==> src/rtl/hazard_ctrl_pkg.sv <==
// Shared encodings for the pipeline hazard controller.
package hazard_ctrl_pkg;

    typedef enum logic [1:0] {
        ST_BOOT  = 2'b00,
        ST_RUN   = 2'b01,
        ST_STALL = 2'b10,
        ST_FLUSH = 2'b11
    } hz_state_e;

    typedef enum logic [1:0] {
        FWD_RF  = 2'b00,
        FWD_EX  = 2'b01,
        FWD_MEM = 2'b10,
        FWD_WB  = 2'b11
    } fwd_e;

    localparam int unsigned CW_RF_EN_BIT = 15;
    localparam int unsigned CW_LOAD_BIT  = 16;

endpackage

==> src/rtl/hazard_fwd_sel.sv <==
// One operand's forwarding comparator; the nearest producing stage wins.
module hazard_fwd_sel
    import hazard_ctrl_pkg::*;
(
    input  logic [4:0] rs_i,
    input  logic       uses_i,
    input  logic [4:0] ex_rd_i,
    input  logic       ex_rf_en_i,
    input  logic       ex_load_i,
    input  logic [4:0] mem_rd_i,
    input  logic       mem_rf_en_i,
    input  logic [4:0] wb_rd_i,
    input  logic       wb_rf_en_i,
    output fwd_e       fwd_o
);

    always_comb begin
        fwd_o = FWD_RF;
        if (uses_i && rs_i != 5'd0) begin
            // A load in EX has no data yet; it is covered by the load-use stall.
            if (ex_rf_en_i && !ex_load_i && ex_rd_i == rs_i) begin
                fwd_o = FWD_EX;
            end else if (mem_rf_en_i && mem_rd_i == rs_i) begin
                fwd_o = FWD_MEM;
            end else if (wb_rf_en_i && wb_rd_i == rs_i) begin
                fwd_o = FWD_WB;
            end
        end
    end

endmodule

==> src/rtl/pipeline_hazard_ctrl.sv <==
// Five-stage pipeline sequencing: boot hold, load-use stall, branch flush.
// Define HAZARD_CTRL_PERF_EN to add saturating stall/flush/ext-hold counters.
module pipeline_hazard_ctrl
    import hazard_ctrl_pkg::*;
#(
    parameter int unsigned BOOT_CYCLES = 4
) (
    input  logic        clk,
    input  logic        reset,
    input  logic [4:0]  id_rs1,
    input  logic [4:0]  id_rs2,
    input  logic        id_uses_rs1,
    input  logic        id_uses_rs2,
    input  logic [4:0]  ex_rd,
    input  logic [4:0]  mem_rd,
    input  logic [4:0]  wb_rd,
    input  logic        ex_rf_en,
    input  logic        mem_rf_en,
    input  logic        wb_rf_en,
    input  logic        ex_load,
    input  logic        ex_take_branch,
    input  logic        ext_stall,
    output logic        pc_e,
    output logic        if_id_e,
    output logic        if_id_flush,
    output logic        nop_s,
    output logic        pipe_e,
    output logic [1:0]  fwd_a,
    output logic [1:0]  fwd_b,
    output logic [1:0]  state
`ifdef HAZARD_CTRL_PERF_EN
    ,
    output logic [15:0] stall_cnt,
    output logic [15:0] flush_cnt,
    output logic [15:0] ext_hold_cnt
`endif
);

    localparam logic [3:0] BOOT_INIT = 4'(BOOT_CYCLES - 1);

    hz_state_e  state_q, state_d;
    logic [3:0] boot_q;
    logic       lu_hit;
    fwd_e       fwd_a_w, fwd_b_w;

    assign lu_hit = ex_load && ex_rf_en && ex_rd != 5'd0 &&
                    ((id_uses_rs1 && id_rs1 == ex_rd) ||
                     (id_uses_rs2 && id_rs2 == ex_rd));

    always_comb begin
        state_d     = state_q;
        pc_e        = 1'b1;
        if_id_e     = 1'b1;
        if_id_flush = 1'b0;
        nop_s       = 1'b0;
        pipe_e      = 1'b1;
        if (state_q == ST_BOOT) begin
            pc_e    = 1'b0;
            if_id_e = 1'b0;
            nop_s   = 1'b1;
            if (boot_q == 4'd0) begin
                state_d = ST_RUN;
            end
        end else if (ext_stall) begin
            pc_e    = 1'b0;
            if_id_e = 1'b0;
            pipe_e  = 1'b0;
        end else if (ex_take_branch && state_q != ST_FLUSH) begin
            // In FLUSH the EX slot holds a bubble, so its branch bit is stale.
            if_id_flush = 1'b1;
            nop_s       = 1'b1;
            state_d     = ST_FLUSH;
        end else if (lu_hit && state_q != ST_STALL) begin
            pc_e    = 1'b0;
            if_id_e = 1'b0;
            nop_s   = 1'b1;
            state_d = ST_STALL;
        end else begin
            state_d = ST_RUN;
        end
    end

    always_ff @(posedge clk) begin
        if (reset) begin
            state_q <= ST_BOOT;
            boot_q  <= BOOT_INIT;
        end else begin
            state_q <= state_d;
            if (state_q == ST_BOOT && boot_q != 4'd0) begin
                boot_q <= boot_q - 4'd1;
            end
        end
    end

    hazard_fwd_sel u_fwd_a (
        .rs_i        (id_rs1),
        .uses_i      (id_uses_rs1),
        .ex_rd_i     (ex_rd),
        .ex_rf_en_i  (ex_rf_en),
        .ex_load_i   (ex_load),
        .mem_rd_i    (mem_rd),
        .mem_rf_en_i (mem_rf_en),
        .wb_rd_i     (wb_rd),
        .wb_rf_en_i  (wb_rf_en),
        .fwd_o       (fwd_a_w)
    );

    hazard_fwd_sel u_fwd_b (
        .rs_i        (id_rs2),
        .uses_i      (id_uses_rs2),
        .ex_rd_i     (ex_rd),
        .ex_rf_en_i  (ex_rf_en),
        .ex_load_i   (ex_load),
        .mem_rd_i    (mem_rd),
        .mem_rf_en_i (mem_rf_en),
        .wb_rd_i     (wb_rd),
        .wb_rf_en_i  (wb_rf_en),
        .fwd_o       (fwd_b_w)
    );

    // Nothing real issues during BOOT, so selects stay at their reset value.
    assign fwd_a = (state_q == ST_BOOT) ? FWD_RF : fwd_a_w;
    assign fwd_b = (state_q == ST_BOOT) ? FWD_RF : fwd_b_w;
    assign state = state_q;

`ifdef HAZARD_CTRL_PERF_EN
    logic [15:0] stall_cnt_q, flush_cnt_q, ext_hold_cnt_q;

    always_ff @(posedge clk) begin
        if (reset) begin
            stall_cnt_q    <= '0;
            flush_cnt_q    <= '0;
            ext_hold_cnt_q <= '0;
        end else begin
            if (state_q == ST_STALL && stall_cnt_q != 16'hFFFF) begin
                stall_cnt_q <= stall_cnt_q + 16'd1;
            end
            if (state_q == ST_FLUSH && flush_cnt_q != 16'hFFFF) begin
                flush_cnt_q <= flush_cnt_q + 16'd1;
            end
            if (ext_stall && ext_hold_cnt_q != 16'hFFFF) begin
                ext_hold_cnt_q <= ext_hold_cnt_q + 16'd1;
            end
        end
    end

    assign stall_cnt    = stall_cnt_q;
    assign flush_cnt    = flush_cnt_q;
    assign ext_hold_cnt = ext_hold_cnt_q;
`endif

endmodule

==> config.mk <==
export PLATFORM = sky130hd
export DESIGN_NAME = pipeline_hazard_ctrl
export DESIGN_NICKNAME = d
export VERILOG_FILES = /design/src/rtl/hazard_ctrl_pkg.sv /design/src/rtl/hazard_fwd_sel.sv /design/src/rtl/pipeline_hazard_ctrl.sv
export SDC_FILE = /design/constraint.sdc
export NUM_CORES = 1
export LEC_CHECK = 0
export BUFFER_PORTS_ARGS = -buffer_cell sky130_fd_sc_hd__buf_4
export CORE_ASPECT_RATIO = 1.5
export CORE_UTILIZATION = 47
export DETAILED_ROUTE_END_ITERATION = 10
export GPL_TIMING_DRIVEN = 0
export PLACE_DENSITY_LB_ADDON = 0.08
export SLEW_MARGIN = 20
export SYNTH_ARGS = -nofsm -noshare
export SYNTH_HDL_FRONTEND = slang
export SYNTH_HIERARCHICAL = 1
export SYNTH_SLANG_ARGS = --single-unit
==> constraint.sdc <==
create_clock -name clk -period 1.4 [get_ports clk]
set_input_delay 0.07 -clock clk [delete_from_list [all_inputs] [get_ports clk]]
set_output_delay 0.07 -clock clk [all_outputs]
set_load 0.005 [all_outputs]
==> impl_metrics.ini <==
[status]
outcome = finished with violations
violations = negative setup slack

[detailed_routing]
routed-via-count = 1163
wirelength_mm = 3.06
first_pass_iters = 4
via_per_inst = 5.79
antenna_left = 0
drt-initial-drc-count = 22
wl_per_cell_um = 15.2
drc = 0

[clock_tree]
htreeDepth = 1
cts_hold_buf = 0
clock_path_buffers = 2
clock_sinks = 6
cts_buffers = 3
worst_skew_pair.late_latency_ns = 0.27
clk_pin_slew_ns = 0.04
cts_tree = built
cts_root_buf = clkbuf_4

[synth]
synth_commonest_cells = xor2_1 (33), xnor2_1 (10), a21oi_1 (7), nand2_1 (7)
yosys.area.top_type = xor2_1
synthCells = 129
synth_fp_nets = 165
yosysSeqAreaShare_pct = 11.6
synth-main-ff-cell = dfxtp_1
avgSynthCellArea_um2 = 8.05
synth_area_leaders = xor2_1 (28%), dfxtp_1 (12%), xnor2_1 (8.4%)
synthArstFlopShare_pct = 0
ys_types = 37
ys_ff_latch = 6
synth_edf_count = 0
yosysTopAreaCellShare_pct = 27.8
synth_area_mm2 = 0.00104
yosysMostFrequentCell = xor2_1
synth_warnings = 6

[min_path]
hold_class = input pin to flip-flop
min_from = reset

[timing]
worst_slew_pin_slew_ns = 0.488
max_freq_ghz = 0.642
fin_crit_sh_pct = 111
layout_min_cycle_time_ns = 1.56
slew_headroom_pct = 67.2
setup_ws_ns = -0.157
hold_viol = 0
finalSetupViolations = 7
clock_skew_ns = 0.0136
rsz0062_at_grt = true
report.final.slew_viol_count = 0

[floorplanning]
die-width_um = 40.4
die_y_um = 59.6
io_pins = 46
die-area_mm2 = 0.00241
start_util_pct = 50.6
rows = 20
core_mm2 = 0.00205

[worst_setup_path]
r2r_start = state[1]
cp_top_family = simple AND/OR/NAND/NOR gates
end_kind = output port
critPathKind = input pin to output port
critPathLaunchType = input pin
critPathLaunch = wb_rd[2]
cpPeakStageDelay_ns = 0.40
cp_cell_sequence = buf_8 > xor2_1 > nor4_2 > and3_1 > a31oi_1 > nor3b_2 > nor2b_2 > buf_4
slowest_stage = nor4_2
cp.required_ns = 1.33
crit_fanout = 2
arrival_ns = 1.49
path_buf_inv = 2

[power]
peakVddDrop_v = 0.000393
finalPower_mw = 1.14
powerDensity_mw_per_mm2 = 711
power_leakage_nw = 0.638

[placement]
gp_congestion = 0.844
place_hpwl_mm = 2.32
port-buffer-count = 44
dp.cells = 195
dp_slack_ns = -0.211

[grt]
overflow = 0
grtUsageTotal_pct = 27.9
grt_max_degree = 11
grt_antenna_before_repair = 0
grt_pass1_wl_mm = 4.62
grt_pass1_vias = 1118

[layout]
final_nets = 217
fin_cells = 201
antenna_cells = 0
drive_gt1_share_pct = 45.8
fillCellCount = 143
area_growth_pct = 54.3

[run]
cap_violations = 0
==> worst paths after layout <==
| check | to | slack [ns] | depth (start not counted) |
|---|---|---|---|
| worst max-delay path | fwd_a[1] | -0.16 | 8 |
| worst min-delay path | boot_q[2] | 0.02 | 2 |
| worst max register to register | boot_q[1] | 0.06 | 4 |
| worst min register to register | boot_q[2] | 0.49 | 2 |
==> layout make-up <==
| class | count | area, µm² | area share [%] |
|---|---|---|---|
| buffer | 2 | 11.3 | 0.703 |
| clock buffer | 3 | 22.5 | 1.41 |
| inverter | 4 | 15.0 | 0.937 |
| multi-input combinational | 115 | 983 | 61.4 |
| sequential | 6 | 123 | 7.65 |
| tap | 22 | 27.5 | 1.72 |
| timing repair buffer | 49 | 420 | 26.2 |
==> cells in the final DEF (no fill, tap or decap), drive strengths merged, types with 5 or more instances in the layout <==
master	instances
buf	50
xnor2	10
nor2	7
xor2	33
nand2	7
dfxtp	6
a21oi	7
o21ai	5
nor4	8
nor2b	6
==> worst reg2reg max path, cell delays in order, from the launching register on <==
cell and delay [ns]:
dfxtp_2 0.34, buf_4 0.16, nor2_4 0.27, o21ai_2 0.15, a211o_1 0.30
==> kinds of logic after synthesis <==
| kind of cell | synth area share [%] |
|---|---|
| DFF | 11.6 |
| AOI/OAI and AO/OA | 15.8 |
| adders and majority gates | 1.20 |
| xor gates and xnor gates | 36.3 |
| buffers and inverters | 3.73 |
| and+or+nand+nor | 31.4 |
==> through the flow <==
stage	util (%)	instance area, µm²	hold slack (ns)	TNS (ns)
floorplan	-	1040	0.139	0
global placement	68.0	1400	0.281	-0.647
detailed placement	68.0	1400	0.283	-0.741
CTS	74.9	1540	0.0194	-0.468
global route	78.1	1600	0.0166	-1.02
finish	78.1	1600	0.0205	-0.608
==> registers in the layout (all words and copies together) (netlist names) <==
signal,flops
state,2
boot_q,4
==> repair_timing <==
action                                  4_1_cts  5_1_grt
endpoints found under the hold margin         0        0
setup buffers                                 4        1
pin swaps                                    13       13
gates resized for setup                      20       20
endpoints found under the setup margin        7       11
==> routing by layer <==
metal,share of wire (%),global-route usage (%),vias up
li1,-,-,553
met1,33,24.1,551
met2,58,56.7,50
met3,4.6,3.38,9
met4,4.1,11.0,0
met5,0,0,-
==> report_power, final <==
part | internal [mW] | switching [mW]
logic | 0.341 | 0.355
registers | 0.217 | 0.0468
clock network | 0.0982 | 0.0811
total | 0.656 | 0.483
(Power assumes the default switching activity.)
